===== src/rtl/program_counter_if.sv =====
// program_counter_if: command/load bus and registered PC outputs of the 65C02 program counter.
interface program_counter_if #(parameter int WIDTH = 8);
  logic             i_load_lo;
  logic             i_load_hi;
  logic             i_inc;
  logic             i_branch;
  logic [WIDTH-1:0] i_adl;
  logic [WIDTH-1:0] i_adh;
  logic [WIDTH-1:0] i_offset;
  logic [WIDTH-1:0] o_pcl;
  logic [WIDTH-1:0] o_pch;
  logic             o_busy;
  modport master(output i_load_lo, i_load_hi, i_inc, i_branch, i_adl, i_adh, i_offset,
                 input o_pcl, o_pch, o_busy);
  modport slave(input i_load_lo, i_load_hi, i_inc, i_branch, i_adl, i_adh, i_offset,
                output o_pcl, o_pch, o_busy);
endinterface


===== src/rtl/program_counter.sv =====
// program_counter: 65C02 PC with split byte registers, load, increment and relative branch.
// A branch crossing a page updates PCL first and corrects PCH one cycle later (BUSY high).
module program_counter #(
  parameter int               WIDTH    = 8,
  parameter logic [2*WIDTH-1:0] RESET_PC = 16'hFFFC
) (
  input logic               clk,
  input logic               rst_n,
  program_counter_if.slave  bus
);
  typedef enum logic {IDLE = 1'b0, FIXUP = 1'b1} state_t;
  state_t             r_state, w_next;
  logic [WIDTH-1:0]   r_pcl, r_pch, w_pcl, w_pch;
  logic               r_dir, w_dir;
  logic [WIDTH:0]     w_sum;
  logic [2*WIDTH-1:0] w_inc;
  logic               w_cross;
  assign w_sum   = {1'b0, r_pcl} + {1'b0, bus.i_offset};
  assign w_inc   = {r_pch, r_pcl} + (2*WIDTH)'(1);
  // forward carry or backward borrow both leave the current page
  assign w_cross = w_sum[WIDTH] ^ bus.i_offset[WIDTH-1];
  always_comb begin
    w_next = r_state;
    w_pcl  = r_pcl;
    w_pch  = r_pch;
    w_dir  = r_dir;
    if (r_state == FIXUP) begin
      w_pch  = r_dir ? r_pch - WIDTH'(1) : r_pch + WIDTH'(1);
      w_next = IDLE;
    end else if (bus.i_load_lo || bus.i_load_hi) begin
      w_pcl = bus.i_load_lo ? bus.i_adl : r_pcl;
      w_pch = bus.i_load_hi ? bus.i_adh : r_pch;
    end else if (bus.i_branch) begin
      w_pcl  = w_sum[WIDTH-1:0];
      w_next = w_cross ? FIXUP : IDLE;
      w_dir  = bus.i_offset[WIDTH-1];
    end else if (bus.i_inc) begin
      {w_pch, w_pcl} = w_inc;
    end
  end
  always_ff @(posedge clk or negedge rst_n) begin
    if (!rst_n) begin
      r_state <= IDLE;
      r_pcl   <= RESET_PC[WIDTH-1:0];
      r_pch   <= RESET_PC[2*WIDTH-1:WIDTH];
      r_dir   <= 1'b0;
    end else begin
      r_state <= w_next;
      r_pcl   <= w_pcl;
      r_pch   <= w_pch;
      r_dir   <= w_dir;
    end
  end
  assign bus.o_pcl  = r_pcl;
  assign bus.o_pch  = r_pch;
  assign bus.o_busy = (r_state == FIXUP);
endmodule


===== src/flat_wrapper.sv =====
// flat-port wrapper written by rule: the top's interface ports become plain ports
module program_counter_flat 
#(
  parameter int               WIDTH    = 8,
  parameter logic [2*WIDTH-1:0] RESET_PC = 16'hFFFC
)
  (clk, rst_n, bus_i_load_lo, bus_i_load_hi, bus_i_inc, bus_i_branch, bus_i_adl, bus_i_adh, bus_i_offset, bus_o_pcl, bus_o_pch, bus_o_busy);
  program_counter_if #(.WIDTH(WIDTH)) bus_i ();
  input logic clk;
  input logic rst_n;
  input wire logic [$bits(bus_i.i_load_lo)-1:0] bus_i_load_lo;
  input wire logic [$bits(bus_i.i_load_hi)-1:0] bus_i_load_hi;
  input wire logic [$bits(bus_i.i_inc)-1:0] bus_i_inc;
  input wire logic [$bits(bus_i.i_branch)-1:0] bus_i_branch;
  input wire logic [$bits(bus_i.i_adl)-1:0] bus_i_adl;
  input wire logic [$bits(bus_i.i_adh)-1:0] bus_i_adh;
  input wire logic [$bits(bus_i.i_offset)-1:0] bus_i_offset;
  output wire logic [$bits(bus_i.o_pcl)-1:0] bus_o_pcl;
  output wire logic [$bits(bus_i.o_pch)-1:0] bus_o_pch;
  output wire logic [$bits(bus_i.o_busy)-1:0] bus_o_busy;
  assign bus_i.i_load_lo = bus_i_load_lo;
  assign bus_i.i_load_hi = bus_i_load_hi;
  assign bus_i.i_inc = bus_i_inc;
  assign bus_i.i_branch = bus_i_branch;
  assign bus_i.i_adl = bus_i_adl;
  assign bus_i.i_adh = bus_i_adh;
  assign bus_i.i_offset = bus_i_offset;
  assign bus_o_pcl = bus_i.o_pcl;
  assign bus_o_pch = bus_i.o_pch;
  assign bus_o_busy = bus_i.o_busy;
  program_counter #(.WIDTH(WIDTH), .RESET_PC(RESET_PC)) u_core (.clk(clk), .rst_n(rst_n), .bus(bus_i));
endmodule

===== config.mk =====
export PLATFORM = sky130hd
export DESIGN_NAME = program_counter_flat
export DESIGN_NICKNAME = d
export VERILOG_FILES = /design/src/rtl/program_counter_if.sv /design/src/rtl/program_counter.sv /design/src/flat_wrapper.sv
export SDC_FILE = /design/constraint.sdc
export NUM_CORES = 1
export LEC_CHECK = 0
export ABC_AREA = 0
export CAP_MARGIN = 10
export CORE_ASPECT_RATIO = 0.8
export CORE_UTILIZATION = 35
export CTS_CLUSTER_SIZE = 12
export DETAILED_ROUTE_END_ITERATION = 10
export PLACE_DENSITY = 0.74
export SYNTH_ARGS = -nofsm -noshare
export SYNTH_HDL_FRONTEND = slang
export SYNTH_SLANG_ARGS = --single-unit

===== constraint.sdc =====
create_clock -name clk -period 1.93 [get_ports clk]
set_clock_uncertainty 0.15 [all_clocks]
set_input_delay 0.193 -clock clk [delete_from_list [all_inputs] [get_ports clk]]
set_output_delay 0.193 -clock clk [all_outputs]
set_load 0.005 [all_outputs]

* Word level (Yosys, flattened, before mapping) *
Cells that the tools add are included.

word-level totals
  register bits after elaboration = 18
  output and inout bits = 17
  word-level logic and storage cells = 34

operators by class
  add/subtract/negate cells = 4
  equal/unequal tests = 3
  mux-type cells = 14
  bitwise operators = 3
  reduce and logical (&&, ||, !) cells = 6

operators by type and width
  cell                                               number
  two-way mux 8 bit                                  10
  adder 16 x 1 -> 16 bit (second input constant)     1
  adder 8 x 8 -> 9 bit                               1
  AND reduction 3 bit                                3
  adder 8 x 1 -> 8 bit (second input constant)       1
  subtractor 8 x 1 -> 8 bit (second input constant)  1
  nonzero test 3 bit                                 2
  two-way mux 1 bit                                  4
  != test 3 x 1 -> 1 bit (second input constant)     1
  != test 3 x 2 -> 1 bit (second input constant)     1
  != test 2 bit (second input constant)              1
  NOT 1 bit                                          2
  logical OR 1 bit                                   1
  XOR 1 bit                                          1

* Depth between registers and ports, before layout *
  word-level depth = 6
  mapped depth = 8

* Worst setup path after synthesis *
No wires, ideal clock.

  kind = register to register
  from = register u_core.r_pcl[0], in the netlist u_core.bus.o_pcl[0]
  to = register u_core.r_state, in the netlist u_core.bus.o_busy
  library setup time = 120 ps
  arrival = 1,830 ps
  data required time = 1,660 ps
  slack = -170 ps
  cell stages (with the launch flop) = 9
  buffers on the path = 0
  period minus slack after synthesis = 2,100 ps
  path through = dfrtp_1 > ha_1 > inv_1 > fa_1 > nand2b_1 > a21o_1 > a211oi_1 > xnor2_1 > nor2_1

on the way
  longest elaborated chain between the ends = 6

ends and longest elaborated chain
  item                    RTL line               text
  start, declared         program_counter.sv:13  logic [WIDTH-1:0] r_pcl, r_pch, w_pcl, w_pch;
  start signal, assigned  program_counter.sv:44  r_pcl <= RESET_PC[WIDTH-1:0];
  start signal, assigned  program_counter.sv:49  r_pcl <= w_pcl;
  adder 8 x 8 -> 9 bit    program_counter.sv:18  assign w_sum = {1'b0, r_pcl} + {1'b0, bus.i_offset};
  XOR 1 bit               program_counter.sv:21  assign w_cross = w_sum[WIDTH] ^ bus.i_offset[WIDTH-1];
  two-way mux 1 bit       program_counter.sv:35  w_next = w_cross ? FIXUP : IDLE;
  two-way mux 1 bit       program_counter.sv:33  end else if (bus.i_branch) begin
  two-way mux 1 bit       program_counter.sv:30  end else if (bus.i_load_lo || bus.i_load_hi) begin
  two-way mux 1 bit       program_counter.sv:27  if (r_state == FIXUP) begin
  via u_core.w_next       program_counter.sv:12  state_t r_state, w_next;
  end signal, assigned    program_counter.sv:48  r_state <= w_next;
  end, declared           program_counter.sv:12

The timed path passes the listed nets, and every way through them passes these cells.
A chain may end at the register's enable or synchronous reset.

* Final worst setup path *
  from = register u_core.r_dir
  to = register u_core.r_pch[5], in the netlist u_core.bus.o_pch[5]

on the way
  longest elaborated chain between the ends = 2

ends and longest elaborated chain
  item                    RTL line               text
  start, declared         program_counter.sv:14  logic r_dir, w_dir;
  start signal, assigned  program_counter.sv:51  r_dir <= w_dir;
  two-way mux 8 bit       program_counter.sv:28  w_pch = r_dir ? r_pch - WIDTH'(1) : r_pch + WIDTH'(1);
  two-way mux 8 bit       program_counter.sv:27
  end signal, assigned    program_counter.sv:45  r_pch <= RESET_PC[2*WIDTH-1:WIDTH];
  end signal, assigned    program_counter.sv:50  r_pch <= w_pch;
  end, declared           program_counter.sv:13

No other way between the ends.

==> flow_summary.ini <==
[cts]
clkSinkCount = 18
clk_latency_ns = 0.27
clockRootBuffer = clkbuf_8
clk_pin_slew_ns = 0.08
cts_buffers = 3
cts_buffer_depth = 2
hold_buffers = 0
cts_tree = done
htreeDepth = 1

[grt]
grt_pass1_wl_mm = 11.4
first_global_vias = 2333
track_usage = 0.236
grt_max_degree = 19
antenna_found_initial = 0
grt_overflow = 0

[logic_synthesis]
synthMuxAreaShare = 0.0251
synth_edf_count = 0
synth_compound_area_frac = 0.273
synth.distinct_cells = 65
synthAdderAreaFrac = 0.111
yosysTopAreaCellShare = 0.180
yosysSeqAreaShare = 0.229
synth_xor_area_frac = 0.0514
yosysWarnings = 0
synth_largest_area_cell = dfstp_2
ys_ff_latch = 18
synthFlopType = dfstp_2
avgSynthCellArea_um2 = 8.41
syn_area_mm2 = 0.00204
yosys.area_share.simple = 0.260
synth_top_family_by_area = compound AO/OA/AOI/OAI gates
ys_top_cells_by_area = dfstp_2, ha_1, dfrtp_1, xnor2_1, nor2_1
synthCells = 243
ys_top_cells_by_count = nor2_1, ha_1, nand2_1
postSynth.asyncResetShare = 1.00
yosysMostFrequentCell = nor2_1
synth_nets = 290

[power]
total_power_mw = 2.68
peakVddDrop_uv = 298
p_leak_nw = 1.36
power.density_mw_per_mm2 = 802

[drt]
routed_wl_mm = 7.11
ant_nets = 0
routed_via_density = 5.57
first_pass_iters = 4
vias = 2395
wl_per_cell_um = 16.5
first_iter_violations = 188
route.detailed.drc = 0

[worst_setup_path]
arrival_ns = 2.12
path_cells = ha_4 > a21o_1 > a221oi_4 > buf_4 > xnor2_2 > nand2_1 > a22oi_2
r2r_setup_slack_ns = -0.15
cpMaxStageDelayCell = dfrtp_2
cp_slowest_stage_delay_ns = 0.52
cp_top_family = compound AO/OA/AOI/OAI gates
crit_fanout = 6
worstSetupEndpointType = flop
crit_type = reg2reg
startpoint_type = flop
crit_buf_inv = 1
required_ns = 1.97

[floorplanning]
coreArea_mm2 = 0.00553
start_util = 0.370
io_pins = 47
die-area_mm2 = 0.00615
fp.dieH_um = 70.3
num_rows = 24
fp.dieW_um = 87.4

[timing]
slew_viol_final = 0
worstMarginPinSlew_ns = 0.520
worst_slack_ns = -0.149
rsz0062_at_grt = true
setup_viol = 5
finalHoldViolCount = 0
period_share = 1.08
fmax_ghz = 0.481
min_period_ns = 2.08
maxSlewHeadroom = 0.644

[final_layout]
multiInputGateArea_mm2 = 0.00171
fin_nets = 400
area_growth_pct = 63.8
drive_gt1_frac = 0.372
post-route-cell-area_mm2 = 0.00335
final_cell_count_no_fill = 430
nFillCells = 475
antenna_cells = 0
layout.area.seq_um2 = 470

[run]
maxCapViolations = 0

[placement]
placed_area_mm2 = 0.00311
place_congestion = 0.887
portBuffers = 46
dpl.cell_count = 419
dp_hpwl_mm = 5.52
pre_cts_ws_ns = -0.360

[run_status]
violations = setup timing
status = finished, violations left

[hold_path]
hold_class = in2async
## where the power goes
| group | switching (mW) | total, mW | leakage (nW) | internal (mW) |
|---|---|---|---|---|
| combinational | 0.791 | 1.76 | 1.15 | 0.967 |
| clock | 0.152 | 0.300 | 0.0228 | 0.148 |
| sequential | 0.123 | 0.627 | 0.195 | 0.504 |
| total | 1.07 | 2.68 | 1.36 | 1.62 |
## timing repair
item                                    in CTS  in global routing
endpoints found under the setup margin       9                 14
gates resized for setup                     12                 19
pin swaps                                    8                  6
setup buffers                                3                  4
## stage by stage
step / hold WS [ns] / util / TNS (ns)
6_report: 0.101 / 0.606 / -0.445
5_1_grt: 0.140 / 0.606 / -0.946
4_1_cts: 0.112 / 0.583 / -0.406
3_5_place_dp: 0.398 / 0.563 / -2.53
3_3_place_gp: 0.401 / 0.563 / -1.95
2_1_floorplan: -0.253 / - / -0.0809
## flip-flops by register name, summed over array words and instances, names as in the netlist
name / count
u_core.r_dir: 1
u_core.bus.o_pch: 8
u_core.bus.o_busy: 1
u_core.bus.o_pcl: 8
## logic make-up (layout without fill, tap and decap cells)
| group | count (synthesis) | after routing |
|---|---|---|
| AOI/OAI and AO/OA | 78 | 78 |
| and+or+nand+nor | 92 | 92 |
| xor gates and xnor gates | 12 | 12 |
| adders and majority gates | 17 | 17 |
| buffers and inverters | 21 | 130 |
| DFF | 18 | 18 |
| muxes | 5 | 5 |
## routing by layer
layer / vias to the layer above / share of wire / track usage
met2: 71 / 0.45 / 0.360
met5: - / 0 / 0
met1: 1165 / 0.48 / 0.353
met3: 5 / 0.062 / 0.0414
met4: 0 / 0.0044 / 0.0328
li1: 1154 / - / -
## cells in the final DEF, fill, tap and decap left out, drive strengths merged, types with 6 or more instances in the layout
| cell | count |
|---|---|
| nand4 | 6 |
| xnor2 | 9 |
| inv | 11 |
| nand2 | 16 |
| a21oi | 9 |
| clkdlybuf4s50 | 44 |
| ha | 15 |
| nand3 | 10 |
| o21ai | 19 |
| nor2 | 21 |
| dfstp | 14 |
| a211oi | 7 |
| buf | 69 |
## layout make-up
class                   count  area share
multi-input cells         204       0.510
clock buffers               4      0.0135
inverters                  11      0.0123
flip-flops and latches     18       0.141
repair buffers            115       0.295
well taps                  78      0.0292
## worst paths after layout
path                                startpoint             endpoint  cells after the start
setup / recovery                  u_core.r_dir  u_core.bus.o_pch[5]                      7
hold / removal                           rst_n  u_core.bus.o_pcl[1]                      2
setup reg to reg                  u_core.r_dir  u_core.bus.o_pch[5]                      7
hold reg to reg            u_core.bus.o_pcl[3]  u_core.bus.o_pcl[3]                      2
max in group asynchronous                rst_n  u_core.bus.o_pcl[3]                      2
min in group clk                  bus_i_adh[1]  u_core.bus.o_pch[1]                      3
(Power assumes the default switching activity.)
